<file path="config.mk">
export PLATFORM = sky130hd
export DESIGN_NAME = sprite_mem_arbiter_flat
export DESIGN_NICKNAME = d
export VERILOG_FILES = /design/src/rtl/sprite_mem_arbiter_if.sv /design/src/rtl/sprite_mem_arbiter.sv /design/src/flat_wrapper.sv
export SDC_FILE = /design/constraint.sdc
export NUM_CORES = 1
export LEC_CHECK = 0
export BUFFER_PORTS_ARGS = -buffer_cell sky130_fd_sc_hd__buf_2
export CAP_MARGIN = 20
export CORE_ASPECT_RATIO = 0.9
export CORE_MARGIN = 3
export CORE_UTILIZATION = 25
export CTS_BUF_LIST = sky130_fd_sc_hd__clkbuf_4
export CTS_CLUSTER_SIZE = 40
export DETAILED_ROUTE_END_ITERATION = 12
export MAX_ROUTING_LAYER = met4
export SYNTH_ARGS = -nofsm -noshare
export SYNTH_HDL_FRONTEND = slang
export SYNTH_SLANG_ARGS = --single-unit
</file>
<file path="constraint.sdc">
create_clock -name clk -period 2.9 [get_ports clk]
set_clock_uncertainty 0.15 [all_clocks]
set_input_delay 0.29 -clock clk [delete_from_list [all_inputs] [get_ports clk]]
set_output_delay 0.29 -clock clk [all_outputs]
set_load 0.02 [all_outputs]
</file>
<file path="src/rtl/sprite_mem_arbiter_if.sv">
// Requester/sprite-table bundle for the sprite memory arbiter.
// The master side is the requesters plus the table; the slave side is the arbiter.
interface sprite_mem_arbiter_if #(
    parameter int NREQ   = 3,
    parameter int ADDR_W = 8,
    parameter int DATA_W = 64
);
    logic [NREQ-1:0]        req;
    logic [NREQ-1:0]        we;
    logic [NREQ-1:0]        lock;
    logic [NREQ*ADDR_W-1:0] addr;
    logic [NREQ*DATA_W-1:0] wdata;
    logic [NREQ-1:0]        gnt;
    logic [NREQ-1:0]        rvalid;
    logic [DATA_W-1:0]      rdata;
    logic                   mem_re;
    logic                   mem_we;
    logic [ADDR_W-1:0]      mem_addr;
    logic [DATA_W-1:0]      mem_wdata;
    logic [DATA_W-1:0]      mem_rdata;
    logic                   busy;
    logic                   lock_timeout;

    modport master (
        output req, we, lock, addr, wdata, mem_rdata,
        input  gnt, rvalid, rdata, mem_re, mem_we, mem_addr, mem_wdata, busy, lock_timeout
    );

    modport slave (
        input  req, we, lock, addr, wdata, mem_rdata,
        output gnt, rvalid, rdata, mem_re, mem_we, mem_addr, mem_wdata, busy, lock_timeout
    );
endinterface

</file>
<file path="src/rtl/sprite_mem_arbiter.sv">
// Round-robin arbiter for the single-port sprite table, with per-owner lock
// holding and a lock watchdog that forcibly releases an idle owner.
module sprite_mem_arbiter #(
    parameter int NREQ   = 3,
    parameter int ADDR_W = 8,
    parameter int DATA_W = 64
) (
    input  logic                 clk,
    input  logic                 rst,
    sprite_mem_arbiter_if.slave  bus
);
    localparam int OW = (NREQ > 1) ? $clog2(NREQ) : 1;

    typedef enum logic [1:0] {IDLE, ISSUE, RESP, LOCK_HOLD} state_t;

    state_t              state_reg, state_next;
    logic [OW-1:0]       owner_reg, owner_next;
    logic [OW-1:0]       last_owner_reg, last_owner_next;
    logic                we_reg, we_next;
    logic                lock_reg, lock_next;
    logic [ADDR_W-1:0]   addr_reg, addr_next;
    logic [DATA_W-1:0]   wdata_reg, wdata_next;
    logic [DATA_W-1:0]   rdata_reg, rdata_next;
    logic [NREQ-1:0]     rvalid_reg, rvalid_next;
    logic [3:0]          idle_cnt_reg, idle_cnt_next;
    logic                timeout;

    logic [ADDR_W-1:0]   addr_arr  [NREQ];
    logic [DATA_W-1:0]   wdata_arr [NREQ];
    logic [NREQ-1:0]     owner_onehot;

    genvar gi;
    generate
        for (gi = 0; gi < NREQ; gi++) begin : g_unpack
            assign addr_arr[gi]     = bus.addr[gi*ADDR_W +: ADDR_W];
            assign wdata_arr[gi]    = bus.wdata[gi*DATA_W +: DATA_W];
            assign owner_onehot[gi] = (owner_reg == OW'(gi));
        end
    endgenerate

    // Round-robin search starting one past the last owner, wrapping at NREQ.
    logic          rr_found;
    logic [OW-1:0] rr_winner;
    logic [OW:0]   rr_sum;
    logic [OW-1:0] rr_cand;

    always_comb begin
        rr_found  = 1'b0;
        rr_winner = last_owner_reg;
        rr_sum    = '0;
        rr_cand   = '0;
        for (int k = 1; k <= NREQ; k++) begin
            rr_sum = {1'b0, last_owner_reg} + (OW+1)'(k);
            if (rr_sum >= (OW+1)'(NREQ)) begin
                rr_sum = rr_sum - (OW+1)'(NREQ);
            end
            rr_cand = rr_sum[OW-1:0];
            if (!rr_found && bus.req[rr_cand]) begin
                rr_found  = 1'b1;
                rr_winner = rr_cand;
            end
        end
    end

    always_comb begin
        state_next      = state_reg;
        owner_next      = owner_reg;
        last_owner_next = last_owner_reg;
        we_next         = we_reg;
        lock_next       = lock_reg;
        addr_next       = addr_reg;
        wdata_next      = wdata_reg;
        rdata_next      = rdata_reg;
        rvalid_next     = '0;
        idle_cnt_next   = idle_cnt_reg;
        timeout         = 1'b0;

        case (state_reg)
            IDLE: begin
                if (rr_found) begin
                    owner_next      = rr_winner;
                    last_owner_next = rr_winner;
                    we_next         = bus.we[rr_winner];
                    lock_next       = bus.lock[rr_winner];
                    addr_next       = addr_arr[rr_winner];
                    wdata_next      = wdata_arr[rr_winner];
                    state_next      = ISSUE;
                end
            end
            ISSUE: begin
                if (!we_reg) begin
                    state_next = RESP;
                end else if (lock_reg) begin
                    state_next    = LOCK_HOLD;
                    idle_cnt_next = '0;
                end else begin
                    state_next = IDLE;
                end
            end
            RESP: begin
                rdata_next  = bus.mem_rdata;
                rvalid_next = owner_onehot;
                if (lock_reg) begin
                    state_next    = LOCK_HOLD;
                    idle_cnt_next = '0;
                end else begin
                    state_next = IDLE;
                end
            end
            LOCK_HOLD: begin
                // Only the owner is looked at; last_owner is left untouched.
                if (bus.req[owner_reg]) begin
                    we_next       = bus.we[owner_reg];
                    lock_next     = bus.lock[owner_reg];
                    addr_next     = addr_arr[owner_reg];
                    wdata_next    = wdata_arr[owner_reg];
                    idle_cnt_next = '0;
                    state_next    = ISSUE;
                end else if (!bus.lock[owner_reg]) begin
                    state_next = IDLE;
                end else if (idle_cnt_reg == 4'd14) begin
                    timeout       = 1'b1;
                    idle_cnt_next = 4'd15;
                    state_next    = IDLE;
                end else begin
                    idle_cnt_next = idle_cnt_reg + 4'd1;
                end
            end
            default: state_next = IDLE;
        endcase
    end

    always_ff @(posedge clk) begin
        if (rst) begin
            state_reg      <= IDLE;
            owner_reg      <= '0;
            last_owner_reg <= OW'(NREQ-1);
            we_reg         <= 1'b0;
            lock_reg       <= 1'b0;
            addr_reg       <= '0;
            wdata_reg      <= '0;
            rdata_reg      <= '0;
            rvalid_reg     <= '0;
            idle_cnt_reg   <= '0;
        end else begin
            state_reg      <= state_next;
            owner_reg      <= owner_next;
            last_owner_reg <= last_owner_next;
            we_reg         <= we_next;
            lock_reg       <= lock_next;
            addr_reg       <= addr_next;
            wdata_reg      <= wdata_next;
            rdata_reg      <= rdata_next;
            rvalid_reg     <= rvalid_next;
            idle_cnt_reg   <= idle_cnt_next;
        end
    end

    // Outputs are forced quiet while rst is high so nothing leaks during reset.
    logic issuing;
    assign issuing = (state_reg == ISSUE) && !rst;

    assign bus.gnt          = issuing ? owner_onehot : '0;
    assign bus.mem_re       = issuing && !we_reg;
    assign bus.mem_we       = issuing && we_reg;
    assign bus.mem_addr     = issuing ? addr_reg : '0;
    assign bus.mem_wdata    = issuing ? wdata_reg : '0;
    assign bus.busy         = (state_reg != IDLE) && !rst;
    assign bus.lock_timeout = timeout && !rst;
    assign bus.rvalid       = rst ? '0 : rvalid_reg;
    assign bus.rdata        = rst ? '0 : rdata_reg;

endmodule

</file>
<file path="src/flat_wrapper.sv">
// flat-port wrapper written by rule: the top's interface ports become plain ports
module sprite_mem_arbiter_flat 
#(
    parameter int NREQ   = 3,
    parameter int ADDR_W = 8,
    parameter int DATA_W = 64
)
  (clk, rst, bus_req, bus_we, bus_lock, bus_addr, bus_wdata, bus_mem_rdata, bus_gnt, bus_rvalid, bus_rdata, bus_mem_re, bus_mem_we, bus_mem_addr, bus_mem_wdata, bus_busy, bus_lock_timeout);
  sprite_mem_arbiter_if #(.NREQ(NREQ), .ADDR_W(ADDR_W), .DATA_W(DATA_W)) bus_i ();
  input  logic clk;
  input  logic rst;
  input wire logic [$bits(bus_i.req)-1:0] bus_req;
  input wire logic [$bits(bus_i.we)-1:0] bus_we;
  input wire logic [$bits(bus_i.lock)-1:0] bus_lock;
  input wire logic [$bits(bus_i.addr)-1:0] bus_addr;
  input wire logic [$bits(bus_i.wdata)-1:0] bus_wdata;
  input wire logic [$bits(bus_i.mem_rdata)-1:0] bus_mem_rdata;
  output wire logic [$bits(bus_i.gnt)-1:0] bus_gnt;
  output wire logic [$bits(bus_i.rvalid)-1:0] bus_rvalid;
  output wire logic [$bits(bus_i.rdata)-1:0] bus_rdata;
  output wire logic [$bits(bus_i.mem_re)-1:0] bus_mem_re;
  output wire logic [$bits(bus_i.mem_we)-1:0] bus_mem_we;
  output wire logic [$bits(bus_i.mem_addr)-1:0] bus_mem_addr;
  output wire logic [$bits(bus_i.mem_wdata)-1:0] bus_mem_wdata;
  output wire logic [$bits(bus_i.busy)-1:0] bus_busy;
  output wire logic [$bits(bus_i.lock_timeout)-1:0] bus_lock_timeout;
  assign bus_i.req = bus_req;
  assign bus_i.we = bus_we;
  assign bus_i.lock = bus_lock;
  assign bus_i.addr = bus_addr;
  assign bus_i.wdata = bus_wdata;
  assign bus_i.mem_rdata = bus_mem_rdata;
  assign bus_gnt = bus_i.gnt;
  assign bus_rvalid = bus_i.rvalid;
  assign bus_rdata = bus_i.rdata;
  assign bus_mem_re = bus_i.mem_re;
  assign bus_mem_we = bus_i.mem_we;
  assign bus_mem_addr = bus_i.mem_addr;
  assign bus_mem_wdata = bus_i.mem_wdata;
  assign bus_busy = bus_i.busy;
  assign bus_lock_timeout = bus_i.lock_timeout;
  sprite_mem_arbiter #(.NREQ(NREQ), .ADDR_W(ADDR_W), .DATA_W(DATA_W)) u_core (.clk(clk), .rst(rst), .bus(bus_i));
endmodule
</file>
== Yosys cells after proc, flatten, opt, wreduce, memory -nomap -nowiden ==
Index checks and enable logic that the tools add are counted.
Cells by class
  add/sub/neg operators: 7
  order comparisons: 10
  eq/ne operators: 11
  mux-type cells: 71
  bitwise operators: 3
  reduce and logical (&&, ||, !) cells: 21
Operators with widths (number)
  $mux 64: 8
  $bmux 64 s2: 2
  $pmux 64 s2: 1
  $mux 8: 7
  $bmux 8 s2: 2
  $mux 2: 12
  $mux 4: 5
  $mux 1: 19
  $bmux 1 s2: 8
  $pmux 8 s2: 1
  $lt 2x3->1 const B: 5
  $pmux 4 s3: 1
  $ge 3x2->1 const B: 3
  $pmux 2 s4: 1
  $logic_and 1x1->1: 7
  $add 2x2->3 const B: 2
  $eq 2x2->1 const B: 3
  $ge 3x3->1 const B: 2
  $mux 3: 2
  $ne 2x1->1 const B: 3
  $not 2->3: 2
  $reduce_and 3->1: 2
  $sub 2x2->2 const B: 3
  $add 4x1->4 const B: 1
  other kinds (13): 21
Word-level totals
  register bits after elaboration: 151
  bits of input ports: 291
  logic and storage cells: 133

== Longest topological paths before layout ==
Gate-level depths: netlist (run 1).
  depth in word-level cells: 18
  mapped depth: 11
  gate-level depth less buffers: 8

== Least setup slack after synthesis (run 1) ==
No wires, ideal clock.
  path type: reg-to-reg
  start point: register u_core.last_owner_reg[0]
  end point: register u_core.wdata_reg[34]
  setup time: 0.122 ns
  arrival time: 2.522 ns
  data required time: 2.628 ns
  path slack: 0.106 ns
  cell stages (with the launch flop): 12
  buffers on the path: 3
  period minus slack after synthesis: 2.794 ns
  path through: dfxtp_1 > inv_1 > ha_1 > buf_2 > inv_2 > or3_1 > a31oi_2 > buf_6 > buf_4 > mux2_2 > a22oi_1 > o21ai_1
Between the ends
  word-level cells in the longest chain between the ends: 18
  elaborated cells between the ends (all ways): 36
  classes of those cells: add/sub: 6; order compare: 3; eq/ne: 1; mux: 20; bitwise: 1; reduce/logical: 5
Ends and longest elaborated chain
  from (decl): RTL line sprite_mem_arbiter.sv:18  | logic [OW-1:0] last_owner_reg, last_owner_next;
  from (signal assigned): RTL line sprite_mem_arbiter.sv:137  | last_owner_reg <= OW'(NREQ-1);
  from (signal assigned): RTL line sprite_mem_arbiter.sv:148  | last_owner_reg <= last_owner_next;
  $add 2x1->3: RTL line sprite_mem_arbiter.sv:53  | rr_sum = {1'b0, last_owner_reg} + (OW+1)'(k);
  $ge 3x2->1 or $sub 2x2->2 (tied branches): RTL line sprite_mem_arbiter.sv:54, sprite_mem_arbiter.sv:55
  $mux 2: RTL line sprite_mem_arbiter.sv:54  | if (rr_sum >= (OW+1)'(NREQ)) begin
  $bmux 1 s2: RTL line sprite_mem_arbiter.sv:58  | if (!rr_found && bus.req[rr_cand]) begin
  $mux 1 (implied by the code): RTL line sprite_mem_arbiter.sv:58
  $mux 1: RTL line sprite_mem_arbiter.sv:58
  $logic_not 1->1: RTL line sprite_mem_arbiter.sv:58
  $logic_and 1x1->1: RTL line sprite_mem_arbiter.sv:58
  $mux 1: RTL line sprite_mem_arbiter.sv:58
  $logic_not 1->1: RTL line sprite_mem_arbiter.sv:58
  $logic_and 1x1->1: RTL line sprite_mem_arbiter.sv:58
  $mux 2: RTL line sprite_mem_arbiter.sv:58
  $not 2->3 (implied by the code): RTL line sprite_mem_arbiter.sv:86  | wdata_next = wdata_arr[rr_winner];
  $bmux 64 s2: RTL line sprite_mem_arbiter.sv:86
  $mux 64 (implied by the code) (2 in a row): RTL line sprite_mem_arbiter.sv:86
  $mux 64: RTL line sprite_mem_arbiter.sv:80  | if (rr_found) begin
  $pmux 64 s2: RTL line sprite_mem_arbiter.sv:78  | case (state_reg)
  to (signal assigned): RTL line sprite_mem_arbiter.sv:152  | wdata_reg <= wdata_next;
  to (decl): RTL line sprite_mem_arbiter.sv:22  | logic [DATA_W-1:0] wdata_reg, wdata_next;
Parallel ways exist; a longest one is shown, timed or not. The select of a mux whose other input is x is not followed.
A chain may end at the register's enable or synchronous reset.

== Worst setup path in the final report (run 1) ==
  start point: register u_core.last_owner_reg[0]
  end point: register u_core.wdata_reg[47]
Same word-level chain as after synthesis.

==> results of run 1 <==
[metal layers]
layer | vias up | track usage | routed length, microns
met5 | - | - | 0
met1 | 6083 | 0.2424 | 18800
met4 | 0 | 0.1222 | 2313
met3 | 183 | 0.05839 | 4281
li1 | 5821 | - | -
met2 | 888 | 0.3649 | 23200
[what timing repair did]
action                     in CTS  in global routing
pin swaps                       1                  6
hold endpoints to repair      148                  0
gates resized for setup        12                 39
setup endpoints to repair      84                106
hold buffers                  361                  0
buffers inserted                2                  6
gates cloned                    0                  3
[synth_stat cells, types with 2 or more instances]
| master | number |
|---|---|
| nor2b_1 | 70 |
| mux2i_1 | 143 |
| nand3_1 | 8 |
| clkbuf_1 | 53 |
| a32oi_1 | 73 |
| o21ai_1 | 60 |
| a2bb2oi_1 | 2 |
| a22oi_1 | 74 |
| a21oi_1 | 9 |
| dfxtp_1 | 150 |
| mux2_2 | 52 |
| o21ai_0 | 89 |
| mux2_1 | 24 |
| inv_1 | 10 |
| nor3_1 | 4 |
| and2_1 | 73 |
| and3_1 | 2 |
| ha_1 | 10 |
| and4_1 | 2 |
| buf_6 | 15 |
| nor2_1 | 87 |
| nand2b_1 | 6 |
| a21boi_0 | 3 |
| a311oi_2 | 2 |
| a211oi_1 | 2 |
| buf_2 | 34 |
| buf_1 | 12 |
| a21o_1 | 2 |
| o221a_2 | 2 |
| nand2_1 | 79 |
[kinds of logic after synthesis]
family | Yosys count
fa+ha+maj | 10
flops | 150
simple gates | 339
compound gates | 332
mux | 219
buf+inv | 126
[layout make-up]
type,instances,area (sq um),share of cell area
antenna,7,17.52,0.001022
inverter,11,43.79,0.002555
multi-input combinational,900,6563,0.3829
clock inverter,15,122.6,0.007154
clock buffer,17,127.6,0.007446
tap,525,656.9,0.03832
timing repair buffer,859,6598,0.3849
sequential,150,3012,0.1757
[power groups by stage]
stage | Sequential, mW | Combinational (mW) | Clock [mW]
after CTS | 2.77 | 9.54 | 1.38
after detailed placement | 2.80 | 8.40 | 0
after floorplan | 2.71 | 5.65 | 0
after global routing | 2.84 | 11.1 | 1.45
after global placement | 2.80 | 8.26 | 0
final | 2.81 | 10.4 | 1.30
[stage by stage]
stage / hold slack [ns] / total power, mW / TNS, ns
2_1_floorplan: 0.2777 / 8.357 / 0
3_3_place_gp: 0.2908 / 11.06 / -0.001932
3_5_place_dp: 0.3012 / 11.20 / -0.07521
4_1_cts: 0.09189 / 13.69 / 0
5_1_grt: 0.1736 / 15.39 / -0.2374
6_report: 0.2127 / 14.56 / 0
[worst min-delay path by stage]
stage | startpoint | endpoint | slack (ns) | depth (start not counted)
6_report | bus_req[1] | u_core.state_reg[0] | 0.21 | 5
5_1_grt | bus_req[1] | u_core.state_reg[0] | 0.17 | 5
4_1_cts | bus_req[1] | u_core.state_reg[0] | 0.09 | 5
3_5_place_dp | u_core.wdata_reg[40] | u_core.wdata_reg[40] | 0.30 | 2
3_3_place_gp | u_core.addr_reg[0] | u_core.addr_reg[0] | 0.29 | 2
2_1_floorplan | u_core.addr_reg[0] | u_core.addr_reg[0] | 0.28 | 2
[worst reg2reg max path, cell delays in order (launching register included)]
cell and delay, ns:
dfxtp_2 0.37, inv_4 0.08, ha_2 0.21, mux2_4 0.34, or3_4 0.35, a31oi_4 0.22, buf_12 0.18, buf_12 0.17
mux2_2 0.36, a22oi_2 0.21, o21ai_1 0.10
==> results by group, run 1 <==
Run status
  – Status: completed

Synthesis
  – Post-Synthesis Cells: ~1.2k
  – Register area share after synthesis: 0.3001
  – Number of synthesized flops with an enable pin: 0
  – Mapped cell area: 10010 sq um
  – Unique masters post-synth: 54
  – Synth Warn #: 0
  – Syn nets: 1477
  – #FFs+latches synth: 150
  – Async SR Flop Fraction: 0
  – Leading area contributor after synthesis: dfxtp_1
  – Share of the synthesized area in the top cell type: 0.3001
  – Xor-xnor portion of the synthesized cell area: 0
  – Synth Area in Compound Gates: 0.2237
  – Mean Syn Cell Area: 8.508 sq um
  – Post-synthesis mux area share: 0.2286
  – Synth Area in Adders: 0.01250
  – Ys flop type: dfxtp_1
  – Largest family of logic cells by synthesized area: multiplexers
  – Leading post-synthesis cells by cell area: dfxtp_1 (30%), mux2i_1 (14%), a32oi_1 (6.4%)
  – Post-Synth Simple-Gate Area: 0.1719

Clocking
  – Root Buffer: clkbuf_4
  – Total CTS buffers: 17
  – CTS Buffer Depth: 2
  – TritonCTS clock tree: done
  – # H-tree levels: 4
  – Clock-pin slew on the worst setup and hold paths: 0.15 ns
  – Sink Count: 150
  – Worst skew pair latency: 0.62 ns

Critical path
  – Top cell by count, worst path: buf_12
  – Critical-path top delay cell: dfxtp_2
  – Critical-path cell list: inv_4 -> ha_2 -> mux2_4 -> or3_4 -> a31oi_4 -> buf_12 -> buf_12 -> mux2_2 -> a22oi_2 -> o21ai_1
  – Worst Path Required: 3.26 ns
  – CP top delay family: multiplexers
  – Worst setup endpoint: u_core.wdata_reg[47]
  – RR Startpoint: u_core.last_owner_reg[0]
  – Crit Path Max Fanout: 16
  – Crit path buffers/inverters: 3
  – Element type at the critical path end: flop
  – Crit path arrival time: 3.21 ns
  – CP Class: reg -> reg
  – Worst reg-to-reg path cell count: 10
  – R2r endpoint: u_core.wdata_reg[47]
  – Worst setup path start: u_core.last_owner_reg[0]
  – Crit path depth: 10
  – R2R Setup Slk: around 0.053 ns
  – CP startpoint kind: flop
  – Crit-path max cell delay: 0.37 ns

Layout
  – Finished Layout Cells: 2484
  – Share of layout cells above drive strength 1: 0.3192
  – Final net count: between 2k and 2.5k
  – Leading cell type in the layout, fill and taps excluded: buf_2
  – Design Area, Final: ~17000 sq um
  – Layout fillers: 3503
  – Final Util: 0.4408
  – Area Overhead vs Synth: 71.30%
  – Most frequent cells in the layout: buf_2 (434), dlygate4sd3_1 (361), dfxtp_1 (147), mux2i_1 (142), nor2_1 (87)

GRT
  – First-pass GRT wire length: 73.31 mm
  – Antenna violations before repair: 5
  – Global Route Usage Sum: 0.2207
  – Vias in the first global route: between 10k and 15k
  – Largest net degree at the start of global routing: 66
  – Overflow after GRT: 0

Routing
  – Final ANT Viol Nets: 0
  – TritonRoute pass-1 iters: 5
  – Vias per cell: 5.223
  – Routed WL: around 49 mm
  – Drt wl/cell: 19.56 microns
  – Detailed-route via count: 12.98k
  – Residual DRC: 0
  – Initial DRC Count: around 1.5k

Flow run
  – Max_cap viols: 0

STA
  – Hold Violations, Final: 0
  – Max frequency: 0.3512 GHz
  – RSZ-0062 raised after global routing: true
  – Crit share post-route: 0.9819
  – Setup WS post-layout: 0.05252 ns
  – Final setup viols: 0
  – Fin. max-slew vios: 0
  – Slew @ Worst Pin: a little under 0.8 ns
  – Tmin final: 2.847 ns
  – Worst slew margin: 0.4800

Power and ir drop
  – Peak supply drop: 0.0004323 V
  – Clock power share: 0.090
  – Pwr/cell area: around 850 nW/um^2
  – P_sw: ~6.6 mW
  – Internal Power: 7.980 mW
  – Sw Share: 0.4518
  – Sequential share of power: 0.193
  – Gate power share: 0.718
  – Leak: 7.173 nW

Floorplanning
  – Core ar.: between 30000 and 40000 sq um
  – Site row count: 68
  – I/O pins: between 400 and 500
  – Initial Util: 0.2573
  – Die width: about 220 microns
  – Die height: 195.8 microns
  – Die ar.: 42460 sq um

Hold path
  – Hold/Removal Path Class: in -> reg

Place
  – Port Buffers: ~440
  – Instance area at placement: ~13000 sq um
  – GPL Wtd Cong: about 0.88
  – Pre-CTS WS: -0.03053 ns
  – Inst Count DP: 2073
  – DP HPWL: between 20 and 30 mm
Power figures use the tool's default switching activity.
==> run 2: changes to the inputs <==
==> constraint.sdc (replaced) <==
create_clock -name clk -period 2.9 [get_ports clk]
set_clock_uncertainty 0.15 [all_clocks]
set_input_delay 0.435 -clock clk [delete_from_list [all_inputs] [get_ports clk]]
set_output_delay 0.435 -clock clk [all_outputs]
set_load 0.02 [all_outputs]
==> results by group, run 2 (same netlist as run 1, synthesis figures left out) <==
STA
  – Fin. max-slew vios: 0
  – Setup WS post-layout: 0.09232 ns
  – Crit share post-route: 0.9682
  – RSZ-0062 raised after global routing: true
  – Slew @ Worst Pin: 0.8052 ns
  – Final setup viols: 0
  – Max frequency: 0.3562 GHz
  – Worst slew margin: 0.4632
  – Tmin final: 2.808 ns
  – Setup_tns: 0 ns
  – Hold Violations, Final: 0

Power and ir drop
  – Peak supply drop: 0.0005531 V
  – Pwr/cell area: 830.6 nW/um^2
  – Leak: 6.925 nW
  – Tot Pwr: 13.67 mW

Layout
  – Leading cell type in the layout, fill and taps excluded: buf_2
  – Most frequent cells in the layout: buf_2 (433), dlygate4sd3_1 (278), dfxtp_1 (145), mux2i_1 (142), nor2_1 (87)
  – Final net count: 2158
  – Area Overhead vs Synth: 64.46%
  – Layout fillers: 3634
  – Share of layout cells above drive strength 1: 0.3422

Floorplanning
  – Die width: 216.9 microns
  – Core ar.: around 39000 sq um
  – Site row count: 68
  – Die height: 195.8 microns
  – Initial Util: 0.2573
  – I/O pins: about 440
  – Die ar.: between 40000 and 50000 sq um

Critical path
  – Critical-path cell list: inv_4 -> ha_2 -> mux2_4 -> or3_4 -> a31oi_4 -> buf_12 -> buf_4 -> mux2_1 -> a22oi_1 -> o21ai_0
  – Element type at the critical path end: flop
  – CP startpoint kind: flop
  – Worst Path Required: 3.28 ns
  – Crit Path Max Fanout: 9
  – CP Class: reg -> reg
  – Critical-path top delay cell: dfxtp_2
  – Crit path arrival time: 3.19 ns
  – Crit-path max cell delay: 0.37 ns
  – Crit path buffers/inverters: 3
  – CP top delay family: multiplexers

Clocking
  – TritonCTS clock tree: done
  – Worst skew pair latency: 0.63 ns
  – Sink Count: 150
  – Total CTS buffers: 17
  – CTS Buffer Depth: 2
  – Root Buffer: clkbuf_4
  – # H-tree levels: 4
  – Clock-pin slew on the worst setup and hold paths: 0.15 ns

Place
  – DP HPWL: 29.50 mm
  – GPL Wtd Cong: 0.9019
  – Pre-CTS WS: 0.02798 ns
  – Port Buffers: 436

Routing
  – Final ANT Viol Nets: 0
  – Vias per cell: 5.135
  – Detailed-route via count: about 12k
  – Initial DRC Count: 1040
  – Drt wl/cell: around 20 microns
  – Residual DRC: 0
  – Routed WL: about 47 mm
  – TritonRoute pass-1 iters: 5

Run status
  – Status: completed

GRT
  – Largest net degree at the start of global routing: 65
  – Global Route Usage Sum: 0.2131
  – First-pass GRT wire length: 70.26 mm
  – Vias in the first global route: 12.76k
  – Antenna violations before repair: 5
  – Overflow after GRT: 0

Flow run
  – Max_cap viols: 0

Hold path
  – Hold/Removal Path Class: in -> reg
==> run 2: cell count changes in the layout (fill, tap and decap cells not counted), moves of 5 or more <==
cell | before | now
a32oi_2 | 2 | 19
dlygate4sd3_1 | 361 | 278
a32oi_1 | 71 | 54
buf_4 | 36 | 41
==> run 2: metrics by stage <==
step | hold WS [ns] | std cells | util | area, sq um
floorplan | 0.2777 | 1176 | - | 10010
global placement | 0.2910 | 2071 | 0.3309 | 12870
detailed placement | 0.3014 | 2071 | 0.3309 | 12870
CTS | 0.0005358 | 2389 | 0.4144 | 16110
global route | 0.01895 | 2399 | 0.4232 | 16460
finish | 0.08473 | 2399 | 0.4232 | 16460
==> run 2: cell type report <==
type	count	area, sq um	area share
multi-input combinational	900	6679	0.4059
timing repair buffer	777	5743	0.3490
sequential	150	3014	0.1832
tap	525	656.9	0.03992
clock inverter	14	173.9	0.01057
clock buffer	18	135.1	0.008212
inverter	11	43.79	0.002661
antenna	4	10.01	0.0006083
==> run 2: repair_timing <==
action / CTS / global route
resized for setup: 16 / 48
cloned: 1 / 2
buffers inserted: 7 / 4
endpoints found under the setup margin: 78 / 85
endpoints found under the hold margin: 146 / 0
hold buffers: 278 / 0
pin swaps: 0 / 14
==> run 2: power breakdown <==
group	internal [mW]	leakage (nW)	switching (mW)	total [mW]
registers	2.54	1.23	0.275	2.81
clock network	0.616	0.161	0.913	1.53
logic	4.19	5.54	5.14	9.33
==> run 2: worst paths after layout <==
kind	startpoint	to	slack, ns	depth (start not counted)
max	u_core.last_owner_reg[0]	u_core.wdata_reg[24]	0.09	10
min	bus_wdata[29]	u_core.wdata_reg[29]	0.08	4
max reg2reg	u_core.last_owner_reg[0]	u_core.wdata_reg[24]	0.09	10
min reg2reg	u_core.wdata_reg[25]	u_core.wdata_reg[25]	0.34	2
==> run 2: per-layer routing <==
| layer | track usage | up-vias | part of all wire |
|---|---|---|---|
| met1 | 0.2340 | 5776 | 0.39 |
| met2 | 0.3599 | 766 | 0.48 |
| met5 | - | - | 0 |
| met3 | 0.05885 | 145 | 0.091 |
| met4 | 0.09903 | 0 | 0.040 |
| li1 | - | 5631 | - |
==> run 2: worst register-to-register path, stage by stage, from the launching register on <==
cell     delay [ns]
dfxtp_2        0.37
inv_4          0.08
ha_2           0.21
mux2_4         0.33
or3_4          0.36
a31oi_4        0.23
buf_12         0.18
buf_4          0.17
mux2_1         0.33
a22oi_1        0.21
o21ai_0        0.10
